### src/rtl/rom_wrap_pkg.sv
// Shared types and constants for the AXI4 ROM burst wrapper.
package rom_wrap_pkg;
  typedef enum logic [1:0] {IDLE, RD_BURST, WR_DATA, WR_RESP} state_t;

  localparam logic [1:0] FIXED = 2'b00;
  localparam logic [1:0] INCR  = 2'b01;
  localparam logic [1:0] WRAP  = 2'b10;

  localparam logic [1:0] OKAY   = 2'b00;
  localparam logic [1:0] EXOKAY = 2'b01;
  localparam logic [1:0] SLVERR = 2'b10;
  localparam logic [1:0] DECERR = 2'b11;

  // A WRAP length is legal when LEN+1 is a power of two greater than one.
  function automatic logic wrap_len_legal(input logic [7:0] len);
    return (len != 8'd0) && ((len & (len + 8'd1)) == 8'd0);
  endfunction
endpackage

### src/rtl/rom_burst_wrapper_if.sv
// AXI4 slave-port bundle for rom_burst_wrapper; slave modport faces the wrapper.
interface rom_burst_wrapper_if #(
  parameter int ID_W   = 8,
  parameter int ADDR_W = 32,
  parameter int DATA_W = 32,
  parameter int LEN_W  = 4
);
  logic [ID_W-1:0]     ARID_S;
  logic [ADDR_W-1:0]   ARADDR_S;
  logic [LEN_W-1:0]    ARLEN_S;
  logic [2:0]          ARSIZE_S;
  logic [1:0]          ARBURST_S;
  logic                ARVALID_S, ARREADY_S;
  logic [ID_W-1:0]     RID_S;
  logic [DATA_W-1:0]   RDATA_S;
  logic [1:0]          RRESP_S;
  logic                RLAST_S, RVALID_S, RREADY_S;
  logic [ID_W-1:0]     AWID_S;
  logic [ADDR_W-1:0]   AWADDR_S;
  logic [LEN_W-1:0]    AWLEN_S;
  logic [2:0]          AWSIZE_S;
  logic [1:0]          AWBURST_S;
  logic                AWVALID_S, AWREADY_S;
  logic [DATA_W-1:0]   WDATA_S;
  logic [DATA_W/8-1:0] WSTRB_S;
  logic                WLAST_S, WVALID_S, WREADY_S;
  logic [ID_W-1:0]     BID_S;
  logic [1:0]          BRESP_S;
  logic                BVALID_S, BREADY_S;

  modport slave (
    input  ARID_S, ARADDR_S, ARLEN_S, ARSIZE_S, ARBURST_S, ARVALID_S, RREADY_S,
    input  AWID_S, AWADDR_S, AWLEN_S, AWSIZE_S, AWBURST_S, AWVALID_S,
    input  WDATA_S, WSTRB_S, WLAST_S, WVALID_S, BREADY_S,
    output ARREADY_S, RID_S, RDATA_S, RRESP_S, RLAST_S, RVALID_S,
    output AWREADY_S, WREADY_S, BID_S, BRESP_S, BVALID_S
  );

  modport master (
    output ARID_S, ARADDR_S, ARLEN_S, ARSIZE_S, ARBURST_S, ARVALID_S, RREADY_S,
    output AWID_S, AWADDR_S, AWLEN_S, AWSIZE_S, AWBURST_S, AWVALID_S,
    output WDATA_S, WSTRB_S, WLAST_S, WVALID_S, BREADY_S,
    input  ARREADY_S, RID_S, RDATA_S, RRESP_S, RLAST_S, RVALID_S,
    input  AWREADY_S, WREADY_S, BID_S, BRESP_S, BVALID_S
  );
endinterface

### src/rtl/rom_burst_addr_gen.sv
// Next ROM word address for FIXED/INCR/WRAP bursts; flags WRAP lengths that are not legal.
module rom_burst_addr_gen
  import rom_wrap_pkg::*;
#(
  parameter int ROM_AW = 12,
  parameter int LEN_W  = 4
) (
  input  logic [ROM_AW-1:0] i_addr,
  input  logic [LEN_W-1:0]  i_len,
  input  logic [1:0]        i_burst,
  output logic [ROM_AW-1:0] o_next_addr,
  output logic              o_wrap_illegal
);
  logic [ROM_AW-1:0] w_inc, w_mask;
  logic              w_wrap_ok;

  assign w_inc     = i_addr + 1'b1;
  assign w_mask    = ROM_AW'(i_len);
  assign w_wrap_ok = wrap_len_legal(8'(i_len));

  // Illegal WRAP and the reserved encoding both fall through to INCR.
  always_comb begin
    o_next_addr    = w_inc;
    o_wrap_illegal = 1'b0;
    case (i_burst)
      FIXED: o_next_addr = i_addr;
      WRAP: begin
        if (w_wrap_ok) o_next_addr = (i_addr & ~w_mask) | (w_inc & w_mask);
        else           o_wrap_illegal = 1'b1;
      end
      default: ;
    endcase
  end
endmodule

### src/rtl/rom_burst_wrapper.sv
// AXI4 read-burst slave in front of a synchronous ROM; writes are absorbed with SLVERR.
// Optional ROM_RANGE_CHECK_EN: beats at or above ROM_DEPTH return DECERR and skip the ROM read.
module rom_burst_wrapper
  import rom_wrap_pkg::*;
#(
  parameter int          ID_W      = 8,
  parameter int          ADDR_W    = 32,
  parameter int          DATA_W    = 32,
  parameter int          LEN_W     = 4,
  parameter int          ROM_AW    = 12,
  parameter int unsigned ROM_DEPTH = 4096
) (
  input  logic              clk,
  input  logic              rst,
  rom_burst_wrapper_if.slave s_axi,
  output logic              ROM_enable,
  output logic              ROM_read,
  output logic [ROM_AW-1:0] ROM_address,
  input  logic [DATA_W-1:0] ROM_out
);
  localparam int BB = $clog2(DATA_W/8);

  state_t            r_state, w_state_nxt;
  logic [ID_W-1:0]   r_rid, r_awid;
  logic [LEN_W-1:0]  r_len, r_beat;
  logic [1:0]        r_burst;
  logic [ROM_AW-1:0] r_addr;
  logic              r_err, r_oor, r_aw_pend;
  logic [DATA_W-1:0] r_hold;
  logic              r_hold_valid;

  logic [ROM_AW-1:0] w_ar_addr, w_ag_addr, w_next_addr, w_issue_addr;
  logic [LEN_W-1:0]  w_ag_len;
  logic [1:0]        w_ag_burst;
  logic              w_wrap_ill, w_oor, w_last, w_idle;
  logic              w_unused;

  assign w_idle    = (r_state == IDLE);
  assign w_ar_addr = s_axi.ARADDR_S[ROM_AW+BB-1:BB];
  assign w_last    = (r_beat == r_len);

  // In IDLE the generator sees the incoming AR so its wrap check is ready at handshake.
  assign w_ag_addr  = w_idle ? w_ar_addr : r_addr;
  assign w_ag_len   = w_idle ? s_axi.ARLEN_S : r_len;
  assign w_ag_burst = w_idle ? s_axi.ARBURST_S : r_burst;

  rom_burst_addr_gen #(.ROM_AW(ROM_AW), .LEN_W(LEN_W)) u_addr_gen (
    .i_addr        (w_ag_addr),
    .i_len         (w_ag_len),
    .i_burst       (w_ag_burst),
    .o_next_addr   (w_next_addr),
    .o_wrap_illegal(w_wrap_ill)
  );

  assign w_issue_addr = w_idle ? w_ar_addr : w_next_addr;

`ifdef ROM_RANGE_CHECK_EN
  assign w_oor = ({1'b0, w_issue_addr} >= (ROM_AW+1)'(ROM_DEPTH));
`else
  assign w_oor = 1'b0;
`endif

  assign w_unused = ^{s_axi.ARADDR_S, s_axi.AWADDR_S, s_axi.AWLEN_S, s_axi.AWSIZE_S,
                      s_axi.AWBURST_S, s_axi.WDATA_S, s_axi.WSTRB_S, 32'(ROM_DEPTH)};

  always_comb begin
    w_state_nxt     = r_state;
    s_axi.ARREADY_S = 1'b0;
    s_axi.AWREADY_S = 1'b0;
    s_axi.RVALID_S  = 1'b0;
    s_axi.RLAST_S   = 1'b0;
    s_axi.RID_S     = '0;
    s_axi.RDATA_S   = '0;
    s_axi.RRESP_S   = OKAY;
    s_axi.WREADY_S  = 1'b0;
    s_axi.BVALID_S  = 1'b0;
    s_axi.BID_S     = '0;
    s_axi.BRESP_S   = OKAY;
    ROM_enable      = 1'b0;
    ROM_read        = 1'b0;
    ROM_address     = '0;
    // Outputs drop the moment rst rises, not at the next clock.
    if (!rst) begin
      case (r_state)
        IDLE: begin
          s_axi.ARREADY_S = 1'b1;
          s_axi.AWREADY_S = 1'b1;
          if (s_axi.ARVALID_S) begin
            ROM_enable  = !w_oor;
            ROM_address = w_issue_addr;
            w_state_nxt = RD_BURST;
          end else if (s_axi.AWVALID_S) begin
            w_state_nxt = WR_DATA;
          end
        end
        RD_BURST: begin
          ROM_read        = 1'b1;
          s_axi.RVALID_S  = 1'b1;
          s_axi.RID_S     = r_rid;
          s_axi.RLAST_S   = w_last;
          s_axi.RDATA_S   = r_oor ? '0 : (r_hold_valid ? r_hold : ROM_out);
          s_axi.RRESP_S   = r_oor ? DECERR : (r_err ? SLVERR : OKAY);
          if (s_axi.RREADY_S) begin
            if (w_last) begin
              w_state_nxt = r_aw_pend ? WR_DATA : IDLE;
            end else begin
              ROM_enable  = !w_oor;
              ROM_address = w_issue_addr;
            end
          end
        end
        WR_DATA: begin
          s_axi.WREADY_S = 1'b1;
          if (s_axi.WVALID_S && s_axi.WLAST_S) w_state_nxt = WR_RESP;
        end
        WR_RESP: begin
          s_axi.BVALID_S = 1'b1;
          s_axi.BID_S    = r_awid;
          s_axi.BRESP_S  = SLVERR;
          if (s_axi.BREADY_S) w_state_nxt = IDLE;
        end
        default: w_state_nxt = IDLE;
      endcase
    end
  end

  always_ff @(posedge clk or posedge rst) begin
    if (rst) r_state <= IDLE;
    else     r_state <= w_state_nxt;
  end

  always_ff @(posedge clk or posedge rst) begin
    if (rst) begin
      r_rid        <= '0;
      r_awid       <= '0;
      r_len        <= '0;
      r_beat       <= '0;
      r_burst      <= '0;
      r_addr       <= '0;
      r_err        <= 1'b0;
      r_oor        <= 1'b0;
      r_aw_pend    <= 1'b0;
      r_hold       <= '0;
      r_hold_valid <= 1'b0;
    end else begin
      case (r_state)
        IDLE: begin
          if (s_axi.ARVALID_S) begin
            r_rid        <= s_axi.ARID_S;
            r_len        <= s_axi.ARLEN_S;
            r_burst      <= s_axi.ARBURST_S;
            r_addr       <= w_ar_addr;
            r_beat       <= '0;
            r_err        <= (s_axi.ARSIZE_S != 3'(BB)) || w_wrap_ill || (s_axi.ARBURST_S == 2'b11);
            r_oor        <= w_oor;
            r_hold_valid <= 1'b0;
          end
          if (s_axi.AWVALID_S) begin
            r_awid    <= s_axi.AWID_S;
            r_aw_pend <= s_axi.ARVALID_S;
          end
        end
        RD_BURST: begin
          if (s_axi.RREADY_S) begin
            r_hold_valid <= 1'b0;
            if (w_last) begin
              r_aw_pend <= 1'b0;
            end else begin
              r_beat <= r_beat + 1'b1;
              r_addr <= w_next_addr;
              r_oor  <= w_oor;
            end
          end else if (!r_hold_valid) begin
            // ROM_out is only valid one cycle after the read, so park it on the first stall cycle.
            r_hold       <= ROM_out;
            r_hold_valid <= 1'b1;
          end
        end
        default: ;
      endcase
    end
  end
endmodule

### src/flat_wrapper.sv
// flat-port wrapper written by rule: the top's interface ports become plain ports
module rom_burst_wrapper_flat import rom_wrap_pkg::*;
#(
  parameter int          ID_W      = 8,
  parameter int          ADDR_W    = 32,
  parameter int          DATA_W    = 32,
  parameter int          LEN_W     = 4,
  parameter int          ROM_AW    = 12,
  parameter int unsigned ROM_DEPTH = 4096
)
  (clk, rst, ROM_enable, ROM_read, ROM_address, ROM_out, s_axi_ARID_S, s_axi_ARADDR_S, s_axi_ARLEN_S, s_axi_ARSIZE_S, s_axi_ARBURST_S, s_axi_ARVALID_S, s_axi_RREADY_S, s_axi_AWID_S, s_axi_AWADDR_S, s_axi_AWLEN_S, s_axi_AWSIZE_S, s_axi_AWBURST_S, s_axi_AWVALID_S, s_axi_WDATA_S, s_axi_WSTRB_S, s_axi_WLAST_S, s_axi_WVALID_S, s_axi_BREADY_S, s_axi_ARREADY_S, s_axi_RID_S, s_axi_RDATA_S, s_axi_RRESP_S, s_axi_RLAST_S, s_axi_RVALID_S, s_axi_AWREADY_S, s_axi_WREADY_S, s_axi_BID_S, s_axi_BRESP_S, s_axi_BVALID_S);
  rom_burst_wrapper_if #(.ID_W(ID_W), .ADDR_W(ADDR_W), .DATA_W(DATA_W), .LEN_W(LEN_W)) s_axi_i ();
  input  logic clk;
  input  logic rst;
  output logic ROM_enable;
  output logic ROM_read;
  output logic [ROM_AW-1:0] ROM_address;
  input  logic [DATA_W-1:0] ROM_out;
  input wire logic [$bits(s_axi_i.ARID_S)-1:0] s_axi_ARID_S;
  input wire logic [$bits(s_axi_i.ARADDR_S)-1:0] s_axi_ARADDR_S;
  input wire logic [$bits(s_axi_i.ARLEN_S)-1:0] s_axi_ARLEN_S;
  input wire logic [$bits(s_axi_i.ARSIZE_S)-1:0] s_axi_ARSIZE_S;
  input wire logic [$bits(s_axi_i.ARBURST_S)-1:0] s_axi_ARBURST_S;
  input wire logic [$bits(s_axi_i.ARVALID_S)-1:0] s_axi_ARVALID_S;
  input wire logic [$bits(s_axi_i.RREADY_S)-1:0] s_axi_RREADY_S;
  input wire logic [$bits(s_axi_i.AWID_S)-1:0] s_axi_AWID_S;
  input wire logic [$bits(s_axi_i.AWADDR_S)-1:0] s_axi_AWADDR_S;
  input wire logic [$bits(s_axi_i.AWLEN_S)-1:0] s_axi_AWLEN_S;
  input wire logic [$bits(s_axi_i.AWSIZE_S)-1:0] s_axi_AWSIZE_S;
  input wire logic [$bits(s_axi_i.AWBURST_S)-1:0] s_axi_AWBURST_S;
  input wire logic [$bits(s_axi_i.AWVALID_S)-1:0] s_axi_AWVALID_S;
  input wire logic [$bits(s_axi_i.WDATA_S)-1:0] s_axi_WDATA_S;
  input wire logic [$bits(s_axi_i.WSTRB_S)-1:0] s_axi_WSTRB_S;
  input wire logic [$bits(s_axi_i.WLAST_S)-1:0] s_axi_WLAST_S;
  input wire logic [$bits(s_axi_i.WVALID_S)-1:0] s_axi_WVALID_S;
  input wire logic [$bits(s_axi_i.BREADY_S)-1:0] s_axi_BREADY_S;
  output wire logic [$bits(s_axi_i.ARREADY_S)-1:0] s_axi_ARREADY_S;
  output wire logic [$bits(s_axi_i.RID_S)-1:0] s_axi_RID_S;
  output wire logic [$bits(s_axi_i.RDATA_S)-1:0] s_axi_RDATA_S;
  output wire logic [$bits(s_axi_i.RRESP_S)-1:0] s_axi_RRESP_S;
  output wire logic [$bits(s_axi_i.RLAST_S)-1:0] s_axi_RLAST_S;
  output wire logic [$bits(s_axi_i.RVALID_S)-1:0] s_axi_RVALID_S;
  output wire logic [$bits(s_axi_i.AWREADY_S)-1:0] s_axi_AWREADY_S;
  output wire logic [$bits(s_axi_i.WREADY_S)-1:0] s_axi_WREADY_S;
  output wire logic [$bits(s_axi_i.BID_S)-1:0] s_axi_BID_S;
  output wire logic [$bits(s_axi_i.BRESP_S)-1:0] s_axi_BRESP_S;
  output wire logic [$bits(s_axi_i.BVALID_S)-1:0] s_axi_BVALID_S;
  assign s_axi_i.ARID_S = s_axi_ARID_S;
  assign s_axi_i.ARADDR_S = s_axi_ARADDR_S;
  assign s_axi_i.ARLEN_S = s_axi_ARLEN_S;
  assign s_axi_i.ARSIZE_S = s_axi_ARSIZE_S;
  assign s_axi_i.ARBURST_S = s_axi_ARBURST_S;
  assign s_axi_i.ARVALID_S = s_axi_ARVALID_S;
  assign s_axi_i.RREADY_S = s_axi_RREADY_S;
  assign s_axi_i.AWID_S = s_axi_AWID_S;
  assign s_axi_i.AWADDR_S = s_axi_AWADDR_S;
  assign s_axi_i.AWLEN_S = s_axi_AWLEN_S;
  assign s_axi_i.AWSIZE_S = s_axi_AWSIZE_S;
  assign s_axi_i.AWBURST_S = s_axi_AWBURST_S;
  assign s_axi_i.AWVALID_S = s_axi_AWVALID_S;
  assign s_axi_i.WDATA_S = s_axi_WDATA_S;
  assign s_axi_i.WSTRB_S = s_axi_WSTRB_S;
  assign s_axi_i.WLAST_S = s_axi_WLAST_S;
  assign s_axi_i.WVALID_S = s_axi_WVALID_S;
  assign s_axi_i.BREADY_S = s_axi_BREADY_S;
  assign s_axi_ARREADY_S = s_axi_i.ARREADY_S;
  assign s_axi_RID_S = s_axi_i.RID_S;
  assign s_axi_RDATA_S = s_axi_i.RDATA_S;
  assign s_axi_RRESP_S = s_axi_i.RRESP_S;
  assign s_axi_RLAST_S = s_axi_i.RLAST_S;
  assign s_axi_RVALID_S = s_axi_i.RVALID_S;
  assign s_axi_AWREADY_S = s_axi_i.AWREADY_S;
  assign s_axi_WREADY_S = s_axi_i.WREADY_S;
  assign s_axi_BID_S = s_axi_i.BID_S;
  assign s_axi_BRESP_S = s_axi_i.BRESP_S;
  assign s_axi_BVALID_S = s_axi_i.BVALID_S;
  rom_burst_wrapper #(.ID_W(ID_W), .ADDR_W(ADDR_W), .DATA_W(DATA_W), .LEN_W(LEN_W), .ROM_AW(ROM_AW), .ROM_DEPTH(ROM_DEPTH)) u_core (.clk(clk), .rst(rst), .s_axi(s_axi_i), .ROM_enable(ROM_enable), .ROM_read(ROM_read), .ROM_address(ROM_address), .ROM_out(ROM_out));
endmodule
### config.mk
export PLATFORM = sky130hd
export DESIGN_NAME = rom_burst_wrapper_flat
export DESIGN_NICKNAME = d
export VERILOG_FILES = /design/src/rtl/rom_wrap_pkg.sv /design/src/rtl/rom_burst_wrapper_if.sv /design/src/rtl/rom_burst_addr_gen.sv /design/src/rtl/rom_burst_wrapper.sv /design/src/flat_wrapper.sv
export SDC_FILE = /design/constraint.sdc
export NUM_CORES = 1
export LEC_CHECK = 0
export BUFFER_PORTS_ARGS = -buffer_cell sky130_fd_sc_hd__buf_2
export CAP_MARGIN = 20
export CORE_ASPECT_RATIO = 0.7
export CORE_UTILIZATION = 25
export DETAILED_ROUTE_END_ITERATION = 10
export SYNTH_ARGS = -nofsm -noshare
export SYNTH_HDL_FRONTEND = slang
export SYNTH_HIERARCHICAL = 1
export SYNTH_SLANG_ARGS = --single-unit
### constraint.sdc
create_clock -name clk -period 4.8 [get_ports clk]
set_clock_uncertainty 0.1 [all_clocks]
set_input_delay 0.72 -clock clk [delete_from_list [all_inputs] [get_ports clk]]
set_output_delay 0.72 -clock clk [all_outputs]
set_load 0.01 [all_outputs]
==> impl_metrics.tcl <==
set metrics [dict create \
    initial_utilization 0.2591 \
    timing.rr.end "u_core/r_addr[1]" \
    finalHoldViolCount 0 \
    layout.cells.most_common_list "146 x buf_2, 81 x mux2_2, 74 x dfrtp_1, 43 x nand2_1, 39 x nor2_1" \
    layout_worst_path_cycle_share 0.8533 \
    core_region_area_sq_mm 0.01737 \
    clockPowerShare 0.219 \
    timing.critical_path.depth 11 \
    max_slew.worst_pin.slew_ns 0.7522 \
    synth_warnings 6 \
    crit_path_frequent_cell "nand2_1" \
    sw_frac_of_total 0.3671 \
    synth_area_leader_cell "dfrtp_1" \
    finalSetupViolCount 0 \
    grt_use_total 0.1244 \
    synth_area_per_cell_sq_um 10.35 \
    critPathTopFamily "simple AND/OR/NAND/NOR gates" \
    antenna_violating_nets_remaining 0 \
    cp_max_fo 16 \
    worstPathCellList "buf_4 -> nor2_2 -> mux2_2 -> nand2b_1 -> or3_1 -> a21oi_2 -> mux2_1 -> nand2_1 -> nand2_1 -> and2_1 -> buf_2" \
    cp_data_required_time_ns 3.98 \
    final_layout_size_suffix_gt1_frac 0.4583 \
    worst_setup_path_start_kind "flop" \
    power-per-cell-area_mw_per_mm2 657.2 \
    clock.fmax_ghz 0.2441 \
    remaining_drc_errors 0 \
    fin_crit_ns 4.096 \
    hpwl_dp_um 8010 \
    hold_slack_ns 0.3089 \
    place.gp.congestion 0.7712 \
    critical_path.endpoint "ROM_address[1]" \
    ys_seq_elements 75 \
    clk_pin_slew_worst_paths_ns 0.06 \
    die-area_sq_mm 0.01855 \
    design.portCount 246 \
    synth-edff-count 0 \
    total_overflow_reported_by_the_global_router 0 \
    grt_setup_unrepaired "false" \
    switchingPower_mw 1.396 \
    timing.reg2reg.worst_path_depth 10 \
    combined_buffer_and_inverter_count_along_the_critical_path 2 \
    tritoncts_sinks 75 \
    dominantRegCellSynth "dfrtp_1" \
    number_of_max_slew_violations_in_the_final_report 0 \
    grt_pass1_vias 3499 \
    insertion_delay_ns 0.34 \
    drv.max_cap_violation_count 0 \
    place.port_buffers 146 \
    criticalPathCategory "reg -> out" \
    asyncSetResetFlopFracSynth 1.000 \
    cts_setup_buffers 0 \
    dpl_cell_area_sq_mm 0.005421 \
    cp_data_arrival_time_ns 3.28 \
    yosys.area.top_type_share 0.4170 \
    critical-path-slowest-cell "nor2_2" \
    synth_seq_area_share 0.4170 \
    timing.critical_path.to_type "output port" \
    total_number_of_h_tree_levels 3 \
    syn_area_sq_mm 0.004501 \
    p_comb_frac 0.481 \
    worst-r2r-setup-slack_ns 1.64 \
    sequentialPowerShare 0.300 \
    postSynthCellCount 435 \
    min_path_type "in -> async" \
    critical_path.reg2reg.startpoint "u_core/r_state[0]" \
    vias 3606 \
    critPathMaxStageDelay_ns 0.59 \
    placement.setup.worst_slack_ns 1.078 \
    ys_types 48 \
    initialDrtViolationCount 181 \
    die_width_um 162.4 \
    hold_buffers 0 \
    irDropWorstVdd_uv 191.4 \
    max_buffers_root_to_sink 2 \
    critical_path.startpoint "u_core/r_state[0]" \
    area_growth_pct 28.58 \
    layout_commonest_cell "buf_2" \
    total_number_of_nets_in_the_final_design 747 \
    grt_start_max_net_pins 46 \
    run_status "finished, final reports clean" \
    cts_buffer_count 9 \
    die_h_um 114.3 \
    static-leakage-power_nw 2.793 \
    setup_tns_ns 0 \
    layout_setup_ws_ns 0.7039 \
    route.final.wire_length_um 11090 \
    insertedDiodeCount 0 \
    drt-vias-per-instance 4.468 \
    grt_antenna_before_repair 0 \
    power_report.internal_total_mw 2.407 \
    drt-wirelength-per-cell_um 13.74 \
    grt_pass1_wl_um 18050 \
    clock_tree_root_buffer_cell "clkbuf_16" \
    drt_pre_antenna_iters 5 \
    synth_area_leaders "dfrtp_1 42%, mux2_2 20%, mux2i_1 7.8%" \
    core.rowCount 40 \
    filler_cell_count 1801 \
    cts_repair_resize_count 0 \
    report.power.total_mw 3.803 \
    tritoncts_clock_tree "yes" \
    worst_slew_margin 0.4980 \
    final_design_area_no_fill_sq_mm 0.005787 \
]
[worst register-to-register path, stage by stage, from the launching register on]
cell	delay [ns]
dfrtp_1	0.36
buf_4	0.19
nor2_2	0.59
mux2_2	0.43
nand2b_1	0.18
or3_1	0.34
a21oi_2	0.14
mux2_1	0.32
nand2_1	0.06
nand2_1	0.07
mux2_2	0.26
[metal layers]
layer  part of all wire  GRT usage  vias up
li1                   -          -     1773
met2               0.41     0.1863      102
met4              0.016    0.04780        0
met1               0.51     0.1694     1720
met5                  0          0        -
met3              0.065    0.03405       11
[synth_stat cells (all sizes together) (2+ instances only)]
cell    count
mux2       83
dfrtp      75
nand2      43
nor2       40
mux2i      35
buf        23
and2       20
xnor2      14
o21ai      13
and3       12
nand3      12
inv        10
clkbuf      9
a21oi       6
nor3        5
nand2b      4
nand4       4
a31oi       3
ha          2
nand3b      2
nor2b       2
o22ai       2
[kinds of logic (layout without fill, tap and decap cells)]
logic type | count (synthesis) | count (layout) | share of synthesized area
other cells | 1 | 2 | 0.0008332
buf+inv | 42 | 182 | 0.04893
fa+ha+maj | 2 | 2 | 0.005559
compound gates | 32 | 32 | 0.04782
mux | 118 | 118 | 0.2855
xor+xnor | 15 | 15 | 0.02919
simple gates | 150 | 150 | 0.1651
flops | 75 | 75 | 0.4170
[sequential cells by signal, summed over array words and instances, names as in the netlist]
name and cells:
u_core/r_addr 12, u_core/r_aw_pend 1, u_core/r_awid 8, u_core/r_beat 4
u_core/r_burst 2, u_core/r_err 1, u_core/r_hold 32, u_core/r_hold_valid 1
u_core/r_len 4, u_core/r_rid 8, u_core/r_state 2
[area by class of cell]
class                   count  area (sq um)  share of cell area
clock buffers               9         225.2             0.03892
flip-flops and latches     75          1878              0.3245
multi-input cells         319          2410              0.4164
clock inverters             7         140.1             0.02422
well taps                 231         289.0             0.04995
inverters                  10         38.79            0.006703
repair buffers            156         805.8              0.1392
[how the worst min path moves through the flow]
stage | from | end | slack, ns | cells past startpoint
floorplan | u_core/r_hold[17] | u_core/r_hold[17] | 0.36 | 1
global placement | u_core/r_hold[17] | u_core/r_hold[17] | 0.37 | 1
detailed placement | u_core/r_hold[17] | u_core/r_hold[17] | 0.38 | 1
CTS | rst | u_core/r_hold[21] | 0.30 | 2
global route | rst | u_core/r_hold[21] | 0.33 | 2
finish | rst | u_core/r_hold[21] | 0.31 | 2
[power by group through the flow]
| stage | registers [mW] | clock network, mW | logic (mW) |
|---|---|---|---|
| detailed placement | 1.15 | 0 | 1.84 |
| CTS | 1.14 | 0.865 | 1.84 |
| global route | 1.19 | 0.887 | 2.03 |
| global placement | 1.14 | 0 | 1.81 |
| finish | 1.14 | 0.833 | 1.83 |
| floorplan | 1.08 | 0 | 1.47 |
[stage by stage]
stage | util | std cells
2_1_floorplan | - | 436
5_1_grt | 0.3332 | 807
3_5_place_dp | 0.3122 | 791
3_3_place_gp | 0.3122 | 791
4_1_cts | 0.3332 | 807
6_report | 0.3332 | 807
No activity file was read; power rests on OpenSTA's default activity.
